<file path="config.mk">
export PLATFORM = sky130hd
export DESIGN_NAME = frame_read_sched
export DESIGN_NICKNAME = d
export VERILOG_FILES = /design/src/rtl/frame_read_sched.sv
export SDC_FILE = /design/constraint.sdc
export NUM_CORES = 1
export LEC_CHECK = 0
export CORE_UTILIZATION = 61
export CTS_CLUSTER_DIAMETER = 30
export DETAILED_ROUTE_END_ITERATION = 12
export GPL_ROUTABILITY_DRIVEN = 0
export GPL_TIMING_DRIVEN = 0
export PLACE_DENSITY = 0.79
export SLEW_MARGIN = 20
export SYNTH_ARGS = -nofsm -noshare
export SYNTH_HDL_FRONTEND = slang
export SYNTH_SLANG_ARGS = --single-unit
</file>
<file path="constraint.sdc">
create_clock -name clk_clk -period 5.65 [get_ports clk_clk]
set_input_delay 0.8475 -clock clk_clk [delete_from_list [all_inputs] [get_ports clk_clk]]
set_output_delay 0.8475 -clock clk_clk [all_outputs]
set_load 0.005 [all_outputs]
</file>
<file path="src/rtl/frame_read_sched.sv">
// Reads one frame from SDRAM over Avalon-MM bursts and streams it out as a single Avalon-ST packet.
// Defining FRS_UNDERRUN_CNT_EN adds the saturating underrun_cnt output.
module frame_read_sched #(
    parameter int FRAME_WORDS = 76800,
    parameter int MAX_BURST   = 8,
    parameter int BUF_DEPTH   = 32
) (
    input  logic        clk_clk,
    input  logic        reset_reset_n,
    input  logic        ctrl_start,
    input  logic [31:0] ctrl_base,
    output logic        ctrl_busy,
    output logic        ctrl_done,
    output logic [31:0] avm_address,
    output logic        avm_read,
    output logic [4:0]  avm_burstcount,
    input  logic        avm_waitrequest,
    input  logic [31:0] avm_readdata,
    input  logic        avm_readdatavalid,
    output logic [31:0] st_data,
    output logic        st_valid,
    input  logic        st_ready,
    output logic        st_startofpacket,
    output logic        st_endofpacket
`ifdef FRS_UNDERRUN_CNT_EN
    ,
    output logic [15:0] underrun_cnt
`endif
);
    localparam int CW = $clog2(FRAME_WORDS + 1);
    localparam int OW = $clog2(BUF_DEPTH + 1);
    localparam int AW = $clog2(BUF_DEPTH);

    typedef enum logic [1:0] {IDLE, ISSUE, DRAIN, DONE} state_t;

    state_t          state_q, state_d;
    logic [CW-1:0]   req_left_q, req_left_d;
    logic [CW-1:0]   out_cnt_q, out_cnt_d;
    logic [31:0]     addr_q, addr_d;
    logic [4:0]      burst_q, burst_d;
    logic            read_q, read_d;
    logic [OW-1:0]   occ_q, occ_d;
    logic [OW-1:0]   outst_q, outst_d;
    logic [AW-1:0]   wr_ptr_q, rd_ptr_q;
    logic [31:0]     mem [BUF_DEPTH];

    logic            accept;
    logic            push;
    logic            pop;
    logic [4:0]      len;
    logic            credit_ok;

    // Words arriving with nothing outstanding belong to a burst cut off by reset and are dropped.
    assign accept    = read_q && !avm_waitrequest;
    assign push      = avm_readdatavalid && (outst_q != '0);
    assign pop       = st_valid && st_ready;
    assign len       = (32'(req_left_q) >= MAX_BURST) ? 5'(MAX_BURST) : 5'(req_left_q);
    assign credit_ok = (32'(occ_q) + 32'(outst_q) + 32'(len)) <= BUF_DEPTH;

    always_comb begin
        state_d    = state_q;
        req_left_d = req_left_q;
        out_cnt_d  = out_cnt_q;
        addr_d     = addr_q;
        burst_d    = burst_q;
        read_d     = read_q;
        occ_d      = occ_q;
        outst_d    = outst_q;

        if (accept) begin
            read_d  = 1'b0;
            addr_d  = addr_q + {25'd0, burst_q, 2'b00};
            outst_d = outst_d + OW'(burst_q);
        end
        if (push) begin
            outst_d = outst_d - OW'(1);
        end
        if (push && !pop) begin
            occ_d = occ_q + OW'(1);
        end else if (pop && !push) begin
            occ_d = occ_q - OW'(1);
        end
        if (pop) begin
            out_cnt_d = out_cnt_q + CW'(1);
        end

        // Only one burst is in the command phase at a time, so the credit check always sees it in outst.
        case (state_q)
            IDLE: begin
                if (ctrl_start) begin
                    state_d    = ISSUE;
                    req_left_d = CW'(FRAME_WORDS);
                    out_cnt_d  = '0;
                    addr_d     = ctrl_base;
                end
            end
            ISSUE: begin
                if (!read_q) begin
                    if (req_left_q == '0) begin
                        state_d = DRAIN;
                    end else if (credit_ok) begin
                        read_d     = 1'b1;
                        burst_d    = len;
                        req_left_d = req_left_q - CW'(len);
                    end
                end
            end
            DRAIN: begin
                if (pop && (out_cnt_q == CW'(FRAME_WORDS - 1))) begin
                    state_d = DONE;
                end
            end
            DONE: begin
                state_d = IDLE;
            end
            default: begin
                state_d = IDLE;
            end
        endcase
    end

    always_ff @(posedge clk_clk or negedge reset_reset_n) begin
        if (!reset_reset_n) begin
            state_q    <= IDLE;
            req_left_q <= '0;
            out_cnt_q  <= '0;
            addr_q     <= '0;
            burst_q    <= '0;
            read_q     <= 1'b0;
            occ_q      <= '0;
            outst_q    <= '0;
            wr_ptr_q   <= '0;
            rd_ptr_q   <= '0;
        end else begin
            state_q    <= state_d;
            req_left_q <= req_left_d;
            out_cnt_q  <= out_cnt_d;
            addr_q     <= addr_d;
            burst_q    <= burst_d;
            read_q     <= read_d;
            occ_q      <= occ_d;
            outst_q    <= outst_d;
            if (push) begin
                wr_ptr_q <= wr_ptr_q + AW'(1);
            end
            if (pop) begin
                rd_ptr_q <= rd_ptr_q + AW'(1);
            end
        end
    end

    always_ff @(posedge clk_clk) begin
        if (push) begin
            mem[wr_ptr_q] <= avm_readdata;
        end
    end

    assign avm_address      = addr_q;
    assign avm_read         = read_q;
    assign avm_burstcount   = burst_q;
    assign st_valid         = (occ_q != '0);
    assign st_data          = st_valid ? mem[rd_ptr_q] : 32'd0;
    assign st_startofpacket = st_valid && (out_cnt_q == '0);
    assign st_endofpacket   = st_valid && (out_cnt_q == CW'(FRAME_WORDS - 1));
    assign ctrl_busy        = (state_q == ISSUE) || (state_q == DRAIN);
    assign ctrl_done        = (state_q == DONE);

`ifdef FRS_UNDERRUN_CNT_EN
    logic [15:0] underrun_q;

    always_ff @(posedge clk_clk or negedge reset_reset_n) begin
        if (!reset_reset_n) begin
            underrun_q <= '0;
        end else if ((state_q == IDLE) && ctrl_start) begin
            underrun_q <= '0;
        end else if (ctrl_busy && st_ready && !st_valid && (underrun_q != 16'hFFFF)) begin
            underrun_q <= underrun_q + 16'd1;
        end
    end

    assign underrun_cnt = underrun_q;
`endif

endmodule

</file>
# Word level (Yosys, flattened, before mapping)
# Memory sizes are Yosys's and may differ from the RTL's.
# Index checks and enable logic that the tools add are counted.
[word_totals]
ff_bits = 96
mem_bits_rw = 1024
inputBits = 70
out_inout_bits = 75
wordCells = 87
n_memories = 1
[classes]
addsub = 11
order_cmp = 2
n_eq_ne = 10
n_mux = 29
bitwise_logic = 2
n_reduce_logical = 22
[mem_list]
columns = ["memory", "words", "width", "read_ports", "rd_clocked_by_memory_dff", "write_ports", "line", "source"]
rows = [
  ["mem", 32, 32, 1, 0, 1, "45", "logic [31:0] mem [BUF_DEPTH];"],
]
[op_table]
columns = ["op", "count"]
rows = [
  ["two-way mux 32 bit", 4],
  ["two-way mux 17 bit", 7],
  ["logical NOT 17 bit", 2],
  ["case mux 17 bit (2 select lines)", 1],
  ["adder 32 x 7 -> 32 bit", 1],
  ["two-way mux 6 bit", 4],
  ["adder 17 x 1 -> 17 bit, second input constant", 1],
  ["== test 17 bit, second input constant", 1],
  ["greater-or-equal comparator 17 x 4 -> 1 bit, second input constant", 1],
  ["subtractor 17 x 5 -> 17 bit", 1],
  ["inequality test 2 bit, second input constant", 6],
  ["nonzero test 6 bit", 2],
  ["subtractor 6 x 1 -> 6 bit, second input constant", 2],
  ["adder 5 x 1 -> 5 bit, second input constant", 2],
  ["adder 7 x 5 -> 8 bit", 1],
  ["less-or-equal comparator 8 x 6 -> 1 bit, second input constant", 1],
  ["logical AND 1 bit", 8],
  ["two-way mux 2 bit", 4],
  ["case mux 2 bit (4 select lines)", 1],
  ["AND reduction 4 bit", 2],
  ["adder 6 x 6 -> 7 bit", 1],
  ["two-way mux 1 bit", 7],
  ["adder 6 x 1 -> 6 bit, second input constant", 1],
  ["adder 6 x 5 -> 6 bit", 1],
  ["9 further kinds", 14],
]

# Logic depth before layout (Yosys ltp)
[logic_depth]
ltp_word = 8
depth_mapped = 16
depth_no_buf = 15

# Worst setup path before layout
# OpenSTA, ideal clock, no wires.
[synth_path]
path_type = "register -> register"
from = "reg req_left_q[7]"
to = "reg req_left_q[2]"
setup_time_ns = 0.126
arrival_ns = 4.155
required_time_ns = 5.524
path_slack_ns = 1.369
stages_incl_launch_ff = 16
path_buffers = 0
period_less_slack_ns = 4.281
cell_sequence = "dfrtp_1 -> or4_4 -> nor4_4 -> nand2_2 -> nor2_1 -> fa_1 -> ha_1 -> inv_1 -> fa_1 -> nor2b_1 -> or3_1 -> o32ai_1 -> o31a_1 -> nand3_2 -> a211o_1 -> a311o_1"
[synth_between]
word_cells_on_any_way = 13
classes_between = "2 x add/sub; 2 x order compare; 2 x eq/ne; 5 x mux; 2 x reduce/logical"
[synth_rtl]
columns = ["item", "line", "source"]
rows = [
  ["from (decl)", "37", "logic [CW-1:0] req_left_q, req_left_d;"],
  ["from (signal assigned)", "136", "req_left_q <= req_left_d;"],
  ["greater-or-equal comparator 17 x 4 -> 1 bit", "57", "assign len = (32'(req_left_q) >= MAX_BURST) ? 5'(MAX_BURST) : 5'(req_left_q);"],
  ["two-way mux 5 bit", "57", ""],
  ["via len[3]", "50", "logic [4:0] len;"],
  ["adder 7 x 5 -> 8 bit", "58", "assign credit_ok = (32'(occ_q) + 32'(outst_q) + 32'(len)) <= BUF_DEPTH;"],
  ["less-or-equal comparator 8 x 6 -> 1 bit", "58", ""],
  ["inequality test 2 bit (no line)", "-", ""],
  ["AND reduction 5 bit (no line)", "-", ""],
]
# The timed path passes the listed nets, and every way through them passes these cells. The select of a mux whose other input is x is not followed.
# A chain may end at the register's enable or synchronous reset.

# Final worst setup path
[layout_path]
from = "reg rd_ptr_q[1]"
to = "out st_data[28]"
[layout_between]
elab_chain_cells = 2
[layout_rtl]
columns = ["item", "line", "source"]
rows = [
  ["from (decl)", "44", "logic [AW-1:0] wr_ptr_q, rd_ptr_q;"],
  ["from (signal assigned)", "147", "rd_ptr_q <= rd_ptr_q + AW'(1);"],
  ["memory read (32 x 32 bit)", "-", ""],
  ["two-way mux 32 bit", "162", "assign st_data = st_valid ? mem[rd_ptr_q] : 32'd0;"],
  ["to (decl)", "20", "output logic [31:0] st_data,"],
]
# Every way passes these cells.

==> metrics <==
IO Pins 145; flop-to-flop setup slack 630 ps; hpwl dp 69700 um; pin count of the biggest net entering global routing 80; TritonCTS clock tree built; floorplan die width 273 um; worst-case clock skew 38.7 ps; worst-case vdd ir drop 0.459 mV; Synthesized Nets 2265; Core Rows 98; wire length per cell after detailed routing 35.1 um; result of the run complete, but fails checks; fraction of final layout cells sized beyond drive strength 1 28.8%; post-synthesis register bit count 1120; total number of vias 25.0k; Synth Flop Type sky130_fd_sc_hd__edfxtp_1; post-layout net count 2626; clock insertion delay at the later pin of the skew report 770 ps; number of CTS-inserted buffers 176; initial core utilization 62.1%; remaining global-route overflow 0; share of the synthesized netlist area taken by xor and xnor gates 1.29%; Syn. warnings 0; non-filler instance count after layout 3617; number of cells on the worst reg-to-reg path 15; Detailed Route Iter0 Violations 3734; clock transition time at the flip-flop clock pins of the worst setup and hold paths 60 ps; number of port buffers 144; fill count 3476; TritonRoute pass-1 iters 5; Data arrival, critical path 4840 ps; Total Routed Length 127000 um; startpoint-to-endpoint class of the critical path reg -> out; dominant combinational cell family by area after synthesis multiplexers; portion of the clock cycle consumed by the worst path in the final layout 101%; number of instances in the placed design 3284; startpoint type of the worst setup path flip-flop; Root Buffer sky130_fd_sc_hd__clkbuf_16; Crit Reg-Reg Endpoint req_left_q[9]; complex-gate fraction of the synthesized area 1.31%; Worst path top cell family by delay buffers and inverters; EDFF count, synth 1024; final critical delay including setup and external delays 5680 ps; data required time of the critical path 4800 ps; max-cap violations 0; H-tree depth 4; number of buffers inserted by post-CTS setup repair 0; core occupancy in the finished layout 75.9%; Vias/cell 6.92; number of instances in the synthesized netlist 2152; power consumption 0.0306 W; fraction of the yosys area taken by sequential cells 74.2%; via count of the first global-routing pass 26.2k; crit path max-delay cell type sky130_fd_sc_hd__buf_1; number of distinct library cells after synthesis 60; worst rel slew slack 19.5%; average footprint of a synthesized cell 20.8 um2; clk sink count 1120; ordered cell list for the critical path clkbuf_1 -> clkbuf_1 -> buf_1 -> mux4_2 -> mux4_2 -> mux2i_1 -> nor2_1 -> clkdlybuf4s50_1; peak fanout along the critical path 10; most used cells in the layout excluding fill and tap cells sky130_fd_sc_hd__edfxtp_1, sky130_fd_sc_hd__mux4_2, sky130_fd_sc_hd__clkbuf_16; static power due to leakage 18.2 nW; Die Footprint 0.0743 mm2; Antenna Nets Post-Route 0; power density over the cells 559 mW/mm2; unrepaired setup endpoints after global routing false; Critical path buffers and inverters 4; Core ar. 0.0720 mm2; maximum frequency from static timing analysis 0.176 GHz; wire length of the first global-routing pass 182000 um; Final setup violation count 1; Netlist Area Pre-Place 0.0447 mm2; violations in the final reports setup timing; final hold violations 0; minimum setup slack after placement 761 ps; number of pins with negative max-slew slack in the final report 0; largest stage delay on the critical path 880 ps; adder-cell area share of the yosys netlist 1.36%; Die Ht 273 um; post-route DRC violation count 0; synthesis-to-layout area growth 22.3%; Simple-Gate Fraction of Synth Area 3.60%; worst path setup slack after routing -32.6 ps; Setup crit end kind output port; most common library cell in the layout ignoring fill and taps sky130_fd_sc_hd__edfxtp_1; multiplexer area fraction after synthesis 17.1%; initial antenna violation count 0; minimum hold slack 487 ps; fraction of registers with async set/reset 8.57%; startpoint of the lowest-slack register-to-register path req_left_q[7]; overall global routing resource usage 35.2%; number of inserted diodes 0; maximum root-to-sink buffer count 3; Slew @ Worst Pin 1200 ps; HP Class in -> async
## state kept, by name, summed over array words and instances, names as in the netlist, 5 cells and up
name and count:
mem 1024, avm_address 32, out_cnt_q 17, req_left_q 17
occ_q 6, outst_q 6, avm_burstcount 5, rd_ptr_q 5
wr_ptr_q 5
## stage by stage
step	setup TNS [ps]	area, um2
after detailed placement	0	48400
after CTS	0	54700
after global placement	-176630	47300
after floorplan	0	44700
final	-32.6	54700
after global routing	0	54700
## cell usage after synthesis, drive strengths merged (3+ instances only)
master | instances | share of area (%)
and3 | 10 | 0.14
nand3b | 4 | 0.067
mux2i | 37 | 0.83
nor3 | 7 | 0.078
inv | 22 | 0.18
and4 | 5 | 0.098
nor2b | 7 | 0.098
xor2 | 43 | 0.84
nand4 | 26 | 0.38
a21oi | 28 | 0.32
ha | 34 | 0.95
nand3 | 26 | 0.30
clkbuf | 67 | 0.56
edfxtp | 1024 | 69
or2 | 5 | 0.070
mux4 | 320 | 16
or3 | 9 | 0.13
xnor2 | 23 | 0.45
buf | 36 | 0.38
nand4b | 3 | 0.059
fa | 9 | 0.40
mux2 | 6 | 0.15
nor4 | 4 | 0.090
and2 | 5 | 0.070
nor2 | 116 | 0.97
o31ai | 4 | 0.067
o21a | 3 | 0.050
dfrtp | 96 | 5.4
a21o | 5 | 0.084
or4 | 7 | 0.13
o21ai | 42 | 0.47
nand2 | 89 | 0.75
nand2b | 3 | 0.042
## worst max path at each step
stage	end	from	cells past startpoint
after floorplan	req_left_q[2]	req_left_q[7]	15
after global placement	mem[20][11]	avm_readdatavalid	5
after detailed placement	st_data[19]	rd_ptr_q[1]	8
after CTS	st_data[28]	rd_ptr_q[1]	8
after global routing	st_data[28]	rd_ptr_q[1]	8
final	st_data[28]	rd_ptr_q[1]	8
## area by class of cell
type | count | area, um2 | area share [%]
Multi-Input combinational cell | 906 | 11300 | 20.6
Clock inverter | 143 | 1730 | 3.17
Buffer | 103 | 440 | 0.806
Timing Repair Buffer | 183 | 2270 | 4.15
Sequential cell | 1120 | 33200 | 60.7
Tap cell | 950 | 1190 | 2.17
Inverter | 23 | 86.3 | 0.158
Clock buffer | 189 | 4520 | 8.26
## where the power goes
group,switching [W],internal [W],leakage [nW],total [W]
clock,0.00430,0.00707,3.01,0.0114
combinational,0.00486,0.00414,4.71,0.00900
sequential,0.000439,0.00976,10.4,0.0102
## metal layers
layer | global-route usage (%) | up-vias | share of wire [%]
met5 | 0 | - | 0
met4 | 17.3 | 0 | 4.8
met3 | 7.89 | 415 | 11
met2 | 59.2 | 2036 | 51
met1 | 43.5 | 12961 | 33
li1 | - | 9629 | -
## cell families after synthesis
group / after synthesis
flops: 1120
mux: 363
simple gates: 333
buf+inv: 126
compound gates: 99
xor+xnor: 66
fa+ha+maj: 43
other cells: 2
## what timing repair did
action / in CTS / in global routing
hold endpoints to repair: 17 / 0
gates cloned: 0 / 0
hold buffers: 1 / 0
gates resized for setup: 7 / 1
endpoints found under the setup margin: 12 / 1
(Power assumes the default switching activity.)
